**src/rtl/regfile_dump_reader.sv**
```systemverilog
// Streams NREGS 32-bit registers out of a register file as a little-endian
// byte stream with a valid/ready handshake, one bubble cycle between registers.
module regfile_dump_reader #(
    parameter int NREGS = 16,
    parameter int AW    = 4
) (
    input  logic          clk,
    input  logic          reset,
    input  logic          start,
    output logic [AW-1:0] rd_addr,
    input  logic [31:0]   rd_data,
    output logic [7:0]    out_data,
    output logic          out_valid,
    input  logic          out_ready,
    output logic          busy,
    output logic          done
);

    typedef enum logic [1:0] {IDLE, LATCH, SEND, DONE} state_t;

    localparam logic [AW-1:0] LAST_IDX = AW'(NREGS - 1);

    state_t        state_q, state_d;
    logic [AW-1:0] idx_q, idx_d;
    logic [1:0]    byte_cnt_q, byte_cnt_d;
    logic [31:0]   sh_q, sh_d;

    always_ff @(posedge clk) begin
        if (reset) begin
            state_q    <= IDLE;
            idx_q      <= '0;
            byte_cnt_q <= '0;
            sh_q       <= '0;
        end else begin
            state_q    <= state_d;
            idx_q      <= idx_d;
            byte_cnt_q <= byte_cnt_d;
            sh_q       <= sh_d;
        end
    end

    // In SEND, out_valid is always high, so out_ready alone marks a transfer.
    always_comb begin
        state_d    = state_q;
        idx_d      = idx_q;
        byte_cnt_d = byte_cnt_q;
        sh_d       = sh_q;
        case (state_q)
            IDLE: begin
                if (start) begin
                    idx_d   = '0;
                    state_d = LATCH;
                end
            end
            LATCH: begin
                sh_d       = rd_data;
                byte_cnt_d = 2'd0;
                state_d    = SEND;
            end
            SEND: begin
                if (out_ready) begin
                    if (byte_cnt_q != 2'd3) begin
                        sh_d       = sh_q >> 8;
                        byte_cnt_d = byte_cnt_q + 2'd1;
                    end else if (idx_q != LAST_IDX) begin
                        idx_d   = idx_q + 1'b1;
                        state_d = LATCH;
                    end else begin
                        state_d = DONE;
                    end
                end
            end
            DONE: begin
                state_d = IDLE;
            end
            default: begin
                state_d = IDLE;
            end
        endcase
    end

    always_comb begin
        rd_addr   = idx_q;
        out_valid = (state_q == SEND);
        out_data  = (state_q == SEND) ? sh_q[7:0] : 8'h00;
        busy      = (state_q != IDLE);
        done      = (state_q == DONE);
    end

endmodule

```
**config.mk**
```make
export PLATFORM = sky130hd
export DESIGN_NAME = regfile_dump_reader
export DESIGN_NICKNAME = d
export VERILOG_FILES = /design/src/rtl/regfile_dump_reader.sv
export SDC_FILE = /design/constraint.sdc
export NUM_CORES = 1
export LEC_CHECK = 0
export CAP_MARGIN = 20
export CORE_MARGIN = 2
export CORE_UTILIZATION = 47
export DETAILED_ROUTE_END_ITERATION = 10
export GPL_TIMING_DRIVEN = 0
export PLACE_DENSITY = 0.79
export SETUP_SLACK_MARGIN = 0.05
export SYNTH_ARGS = -nofsm -noshare
export SYNTH_HDL_FRONTEND = slang
export SYNTH_SLANG_ARGS = --single-unit
```
**constraint.sdc**
```tcl
create_clock -name clk -period 1.85 [get_ports clk]
set_clock_uncertainty 0.1 [all_clocks]
set_input_delay 0.185 -clock clk [delete_from_list [all_inputs] [get_ports clk]]
set_output_delay 0.185 -clock clk [all_outputs]
set_load 0.02 [all_outputs]
```
======== Word-level counts from Yosys, hierarchy flattened ========
Cells that the tools add are included.
storage, ports and cells
  register bits after elaboration ......... 40
  output and inout bits ................... 15
  word-level logic and storage cells ...... 40
cells by class
  reduce and logical (&&, ||, !) cells .... 7
  multiplexer cells ....................... 17
  eq/ne operators ......................... 10
  add/subtract/negate cells ............... 2
operators with widths
  cell                 count
  $mux 32              2
  $pmux 32 s2          1
  $mux 4               4
  $mux 2               6
  $mux 8               1
  $pmux 2 s4           1
  $pmux 4 s2           1
  $ne 2x1->1 const B   3
  $ne 2x2->1 const B   3
  $reduce_and 3->1     2
  $reduce_bool 2->1    3
  $reduce_and 5->1     1
  $add 4x1->4 const B  1
  $eq 2x2->1 const B   2
  $ne 4x4->1 const B   1
  $pmux 2 s2           1
  $add 2x1->2 const B  1
  $eq 2x1->1 const B   1
  $logic_not 2->1      1

======== Depth between registers and ports, before layout ========
  word-level depth ........................ 5
  gate-level depth with buffers ........... 7
  gate-level depth less buffers ........... 5

======== Worst setup path after synthesis ========
OpenSTA, ideal clock, no wires.
  path type ............................... register to register
  start ................................... register byte_cnt_q[0]
  end ..................................... register sh_q[24]
  required time ........................... 1.691 ns
  setup time .............................. 0.059 ns
  setup slack ............................. 0.316 ns
  data arrival time ....................... 1.375 ns
  cell stages (with the launch flop) ...... 6
  cell sequence ........................... dfxtp_1 -> ha_1 -> nor3b_1 -> a21o_2 -> nor2_1 -> a22o_1
between the ends
  cells in the longest elaborated chain, start to end .. 3
ends and longest elaborated chain
  what                               RTL line  RTL
  from (decl)                        25        logic [1:0] byte_cnt_q, byte_cnt_d;
  from (signal assigned)             37        byte_cnt_q <= byte_cnt_d;
  $ne 2x2->1                         62        if (byte_cnt_q != 2'd3) begin
  $ne 2x1->1 (no source line)        n/a
  $reduce_and 3->1 (no source line)  n/a
  to (signal assigned)               33        sh_q <= '0;
  to (signal assigned)               38        sh_q <= sh_d;
  to (decl)                          26        logic [31:0] sh_q, sh_d;
No other way between the ends.
A chain may end at the register's enable or synchronous reset.

======== Worst setup path in the final report ========
  start ................................... register state_q[1]
  end ..................................... output port out_data[3]
between the ends
  cells in the longest elaborated chain, start to end .. 2
ends and longest elaborated chain
  what                    RTL line  RTL
  from (decl)             23        state_t state_q, state_d;
  from (signal assigned)  35        state_q <= state_d;
  $eq 2x2->1              85        out_data = (state_q == SEND) ? sh_q[7:0] : 8'h00;
  $mux 8                  85
  to (decl)               12        output logic [7:0] out_data,
No other way between the ends.

==> impl_table.tex <==
\begin{tabular}{lr}
\hline
Metric & Value \\
\hline
\multicolumn{2}{l}{\textbf{Status}} \\
\quad Outcome & finished, final reports clean \\
\multicolumn{2}{l}{\textbf{Timing}} \\
\quad Share of the cycle needed by the critical path after routing & 93.25\% \\
\quad Worst-margin pin slew & approximately 0.47 ns \\
\quad Max Freq & slightly below 600 MHz \\
\quad Endpoints failing hold & 0 \\
\quad Worst Slack Setup Final & between 0.1 and 0.15 ns \\
\quad Worst hold slack & around 0.21 ns \\
\quad Min Tclk post-route & between 1.5 and 2 ns \\
\quad Fin. max-slew vios & 0 \\
\quad Max-slew headroom & $\sim$70\% \\
\quad Final setup violation count & 0 \\
\quad Unrepaired setup endpoints after global routing & no \\
\multicolumn{2}{l}{\textbf{Detailed routing}} \\
\quad Detailed-routing iteration count for the pre-antenna-repair pass & 4 \\
\quad Detailed-route vias per instance & 5.237 \\
\quad Count of antenna-violating nets left after detailed routing & 0 \\
\quad Drt drc & 0 \\
\quad Routed Wire Length & between 4000 and 5000 um \\
\quad Drt wl/cell & between 10 and 15 um \\
\quad Via count & between 1500 and 2000 \\
\quad Starting DRC count in detailed routing & between 80 and 90 \\
\multicolumn{2}{l}{\textbf{Cells and area}} \\
\quad Commonest non-fill, non-tap cells in the layout & sky130\_fd\_sc\_hd\_\_nand2\_1 (51), sky130\_fd\_sc\_hd\_\_dfxtp\_1 (39), sky130\_fd\_sc\_hd\_\_clkdlybuf4s50\_1 (38) \\
\quad Number of antenna repair diodes & 0 \\
\quad Core Util, Final & 66.97\% \\
\quad Leading cell type in the layout, fill and taps excluded & sky130\_fd\_sc\_hd\_\_nand2\_1 \\
\quad Synth-to-Final Area Change & 35.40\% \\
\quad Share of post-route cells with drive strength above 1 & about an eighth \\
\quad Number of nets in the layout & 310 \\
\multicolumn{2}{l}{\textbf{CTS}} \\
\quad Clock latency at the later pin of the worst-skew pair & between 0.2 and 0.3 ns \\
\quad CTS hold repair buffers & 0 \\
\quad Clk buf depth & 2 \\
\quad Clock tree sinks & 40 \\
\quad TritonCTS clock tree & yes \\
\quad Number of buffers inserted during clock tree synthesis & 5 \\
\quad Clock root buffer master & sky130\_fd\_sc\_hd\_\_clkbuf\_8 \\
\quad CTS H-tree depth & 2 \\
\quad CTS clk-pin slew, worst paths & about 0.080 ns \\
\multicolumn{2}{l}{\textbf{Worst setup path}} \\
\quad Start-to-end type of the worst setup path & flop to output pin \\
\quad Crit path arrival time & around 1.4 ns \\
\quad Critical Path Fanout Max & 19 \\
\quad Sort of element at the end of the critical path & output pin \\
\quad Crit path launch type & flop \\
\quad Critical path data required time & around 1.6 ns \\
\multicolumn{2}{l}{\textbf{Synth}} \\
\quad Flip-flop and latch count after synthesis & 40 \\
\quad Post-Syn Nets & around 260 \\
\quad Sequential element share of the synthesized area & a little over two fifths \\
\quad Post-Syn Area per Cell & about 8.5 um\^{}2 \\
\quad Count of synthesis-stage warnings from yosys & 0 \\
\quad Summed instance area of the synthesized netlist & approximately 1800 um\^{}2 \\
\quad Synth unique cells & 36 \\
\quad Cell taking the most area after synthesis & sky130\_fd\_sc\_hd\_\_dfxtp\_1 \\
\quad Fraction of synthesized cell area taken by the top area cell type & 43.57\% \\
\quad Cells after synthesis & about 220 \\
\quad Largest cells by area after synthesis & sky130\_fd\_sc\_hd\_\_dfxtp\_1 (44\%), sky130\_fd\_sc\_hd\_\_a311oi\_1 (11\%), sky130\_fd\_sc\_hd\_\_nand2\_1 (10\%), sky130\_fd\_sc\_hd\_\_nor2\_1 (5.9\%), sky130\_fd\_sc\_hd\_\_a22o\_1 (3.8\%) \\
\multicolumn{2}{l}{\textbf{Global routing}} \\
\quad Via count of the first global-routing pass & roughly 1400 \\
\quad Maximum number of pins on one net before global-route repair & 20 \\
\quad Initial antenna violation count & 0 \\
\quad Global Route Usage Sum & slightly below 20\% \\
\quad First-pass GRT wire length & about 6500 um \\
\quad Sum of overflow across all layers after global routing & 0 \\
\multicolumn{2}{l}{\textbf{Power}} \\
\quad Power Total & between 1.5 and 2 mW \\
\quad Peak VDD IR & 0.5340 mV \\
\quad Areal power density over the cells & roughly 770 nW/um\^{}2 \\
\quad Static power due to leakage & 0.9656 nW \\
\multicolumn{2}{l}{\textbf{Place}} \\
\quad Worst setup slack after placement & -0.1318 ns \\
\quad Total of buffers placed on input and output ports & 49 \\
\quad HPWL after detailed placement & between 2000 and 3000 um \\
\quad Weighted congestion at the end of routability-driven global placement & $\sim$0.76 \\
\multicolumn{2}{l}{\textbf{Floorplanning}} \\
\quad Die Height & about 67 um \\
\quad Starting Density & 49.46\% \\
\quad Standard cell core area & 3716 um\^{}2 \\
\quad IO Pins & 51 \\
\quad Die width & 66.54 um \\
\quad Area enclosed by the die boundary & between 4000 and 5000 um\^{}2 \\
\quad Total number of placement rows & 22 \\
\multicolumn{2}{l}{\textbf{Job}} \\
\quad MaxCap Viol Count & 0 \\
\multicolumn{2}{l}{\textbf{Hold path}} \\
\quad Worst Hold Class & input pin to flop \\
\hline
\end{tabular}
final timing paths:
kind / from / end / slack [ns] / cells past startpoint
worst max-delay path: state_q[1] / out_data[3] / 0.12 / 6
worst min-delay path: reset / sh_q[1] / 0.21 / 2
worst min register to register: sh_q[20] / sh_q[12] / 0.38 / 2
worst max register to register: byte_cnt_q[0] / sh_q[7] / 0.15 / 6
registers in the layout, summed over array words and instances (netlist names):
name	flops
rd_addr	4
byte_cnt_q	2
state_q	2
sh_q	32
synth_stat cells (all sizes together):
cell type / n
nand2: 51
dfxtp: 40
nor2: 29
a311oi: 24
buf: 14
and2: 10
a22o: 8
a21oi: 7
o21ai: 5
clkbuf: 4
a21o: 2
ha: 2
inv: 2
nand2b: 2
nand3: 2
nor2b: 2
nor3b: 2
a211oi: 1
a2bb2oi: 1
a32oi: 1
and2b: 1
mux2i: 1
nand4: 1
nand4b: 1
nor3: 1
o2bb2ai: 1
or2: 1
or4: 1
routing by layer:
metal  vias to the layer above  track usage [%]  routed length [um]  share of wire, %
li1                        874                -                   -                 -
met1                       751            25.89                2006                50
met2                        48            29.88                1797                44
met3                         8            3.716                 170               4.2
met4                         0            8.418                  71               1.8
met5                         -                0                   0                 0
per-stage QoR:
step	instance area [um^2]	TNS, ns	std cells
5_1_grt	2489	0	321
4_1_cts	2482	0	321
2_1_floorplan	1838	0	217
3_3_place_gp	2389	-1.312	314
3_5_place_dp	2389	-1.844	314
6_report	2489	0	321
where the power goes:
part / switching (mW) / leakage, nW / internal [mW] / total (mW)
combinational: 0.182 / 0.592 / 0.190 / 0.372
sequential: 0.0351 / 0.328 / 0.929 / 0.964
clock: 0.286 / 0.0455 / 0.304 / 0.590
total: 0.503 / 0.966 / 1.42 / 1.93
kinds of logic after synthesis:
| kind of cell | Yosys count | synth area share, % |
|---|---|---|
| compound gates | 50 | 21.99 |
| fa+ha+maj | 2 | 1.361 |
| buf+inv | 20 | 7.419 |
| flops | 40 | 43.57 |
| mux | 1 | 0.5446 |
| simple gates | 104 | 25.12 |
worst max-delay path, stage by stage, from the launching register on:
cell                              delay [ns]
sky130_fd_sc_hd__dfxtp_1                0.31
sky130_fd_sc_hd__buf_4                  0.16
sky130_fd_sc_hd__nand2b_4               0.07
sky130_fd_sc_hd__inv_2                  0.08
sky130_fd_sc_hd__buf_12                 0.14
sky130_fd_sc_hd__and2_1                 0.13
sky130_fd_sc_hd__clkdlybuf4s15_2        0.25
timing repair:
action,in CTS,in global routing
hold endpoints to repair,0,0
gates resized for setup,27,10
endpoints found under the setup margin,10,40
setup buffers,0,0
gates cloned,0,0
cell type report:
cell class	count	area (um^2)
sequential	40	802.0
clock buffer	8	90.09
timing repair buffer	49	481.7
tap	48	60.06
buffer	17	136.4
inverter	2	7.507
multi-input combinational	157	910.9
fill	329	1227
No activity file was read; power rests on OpenSTA's default activity.
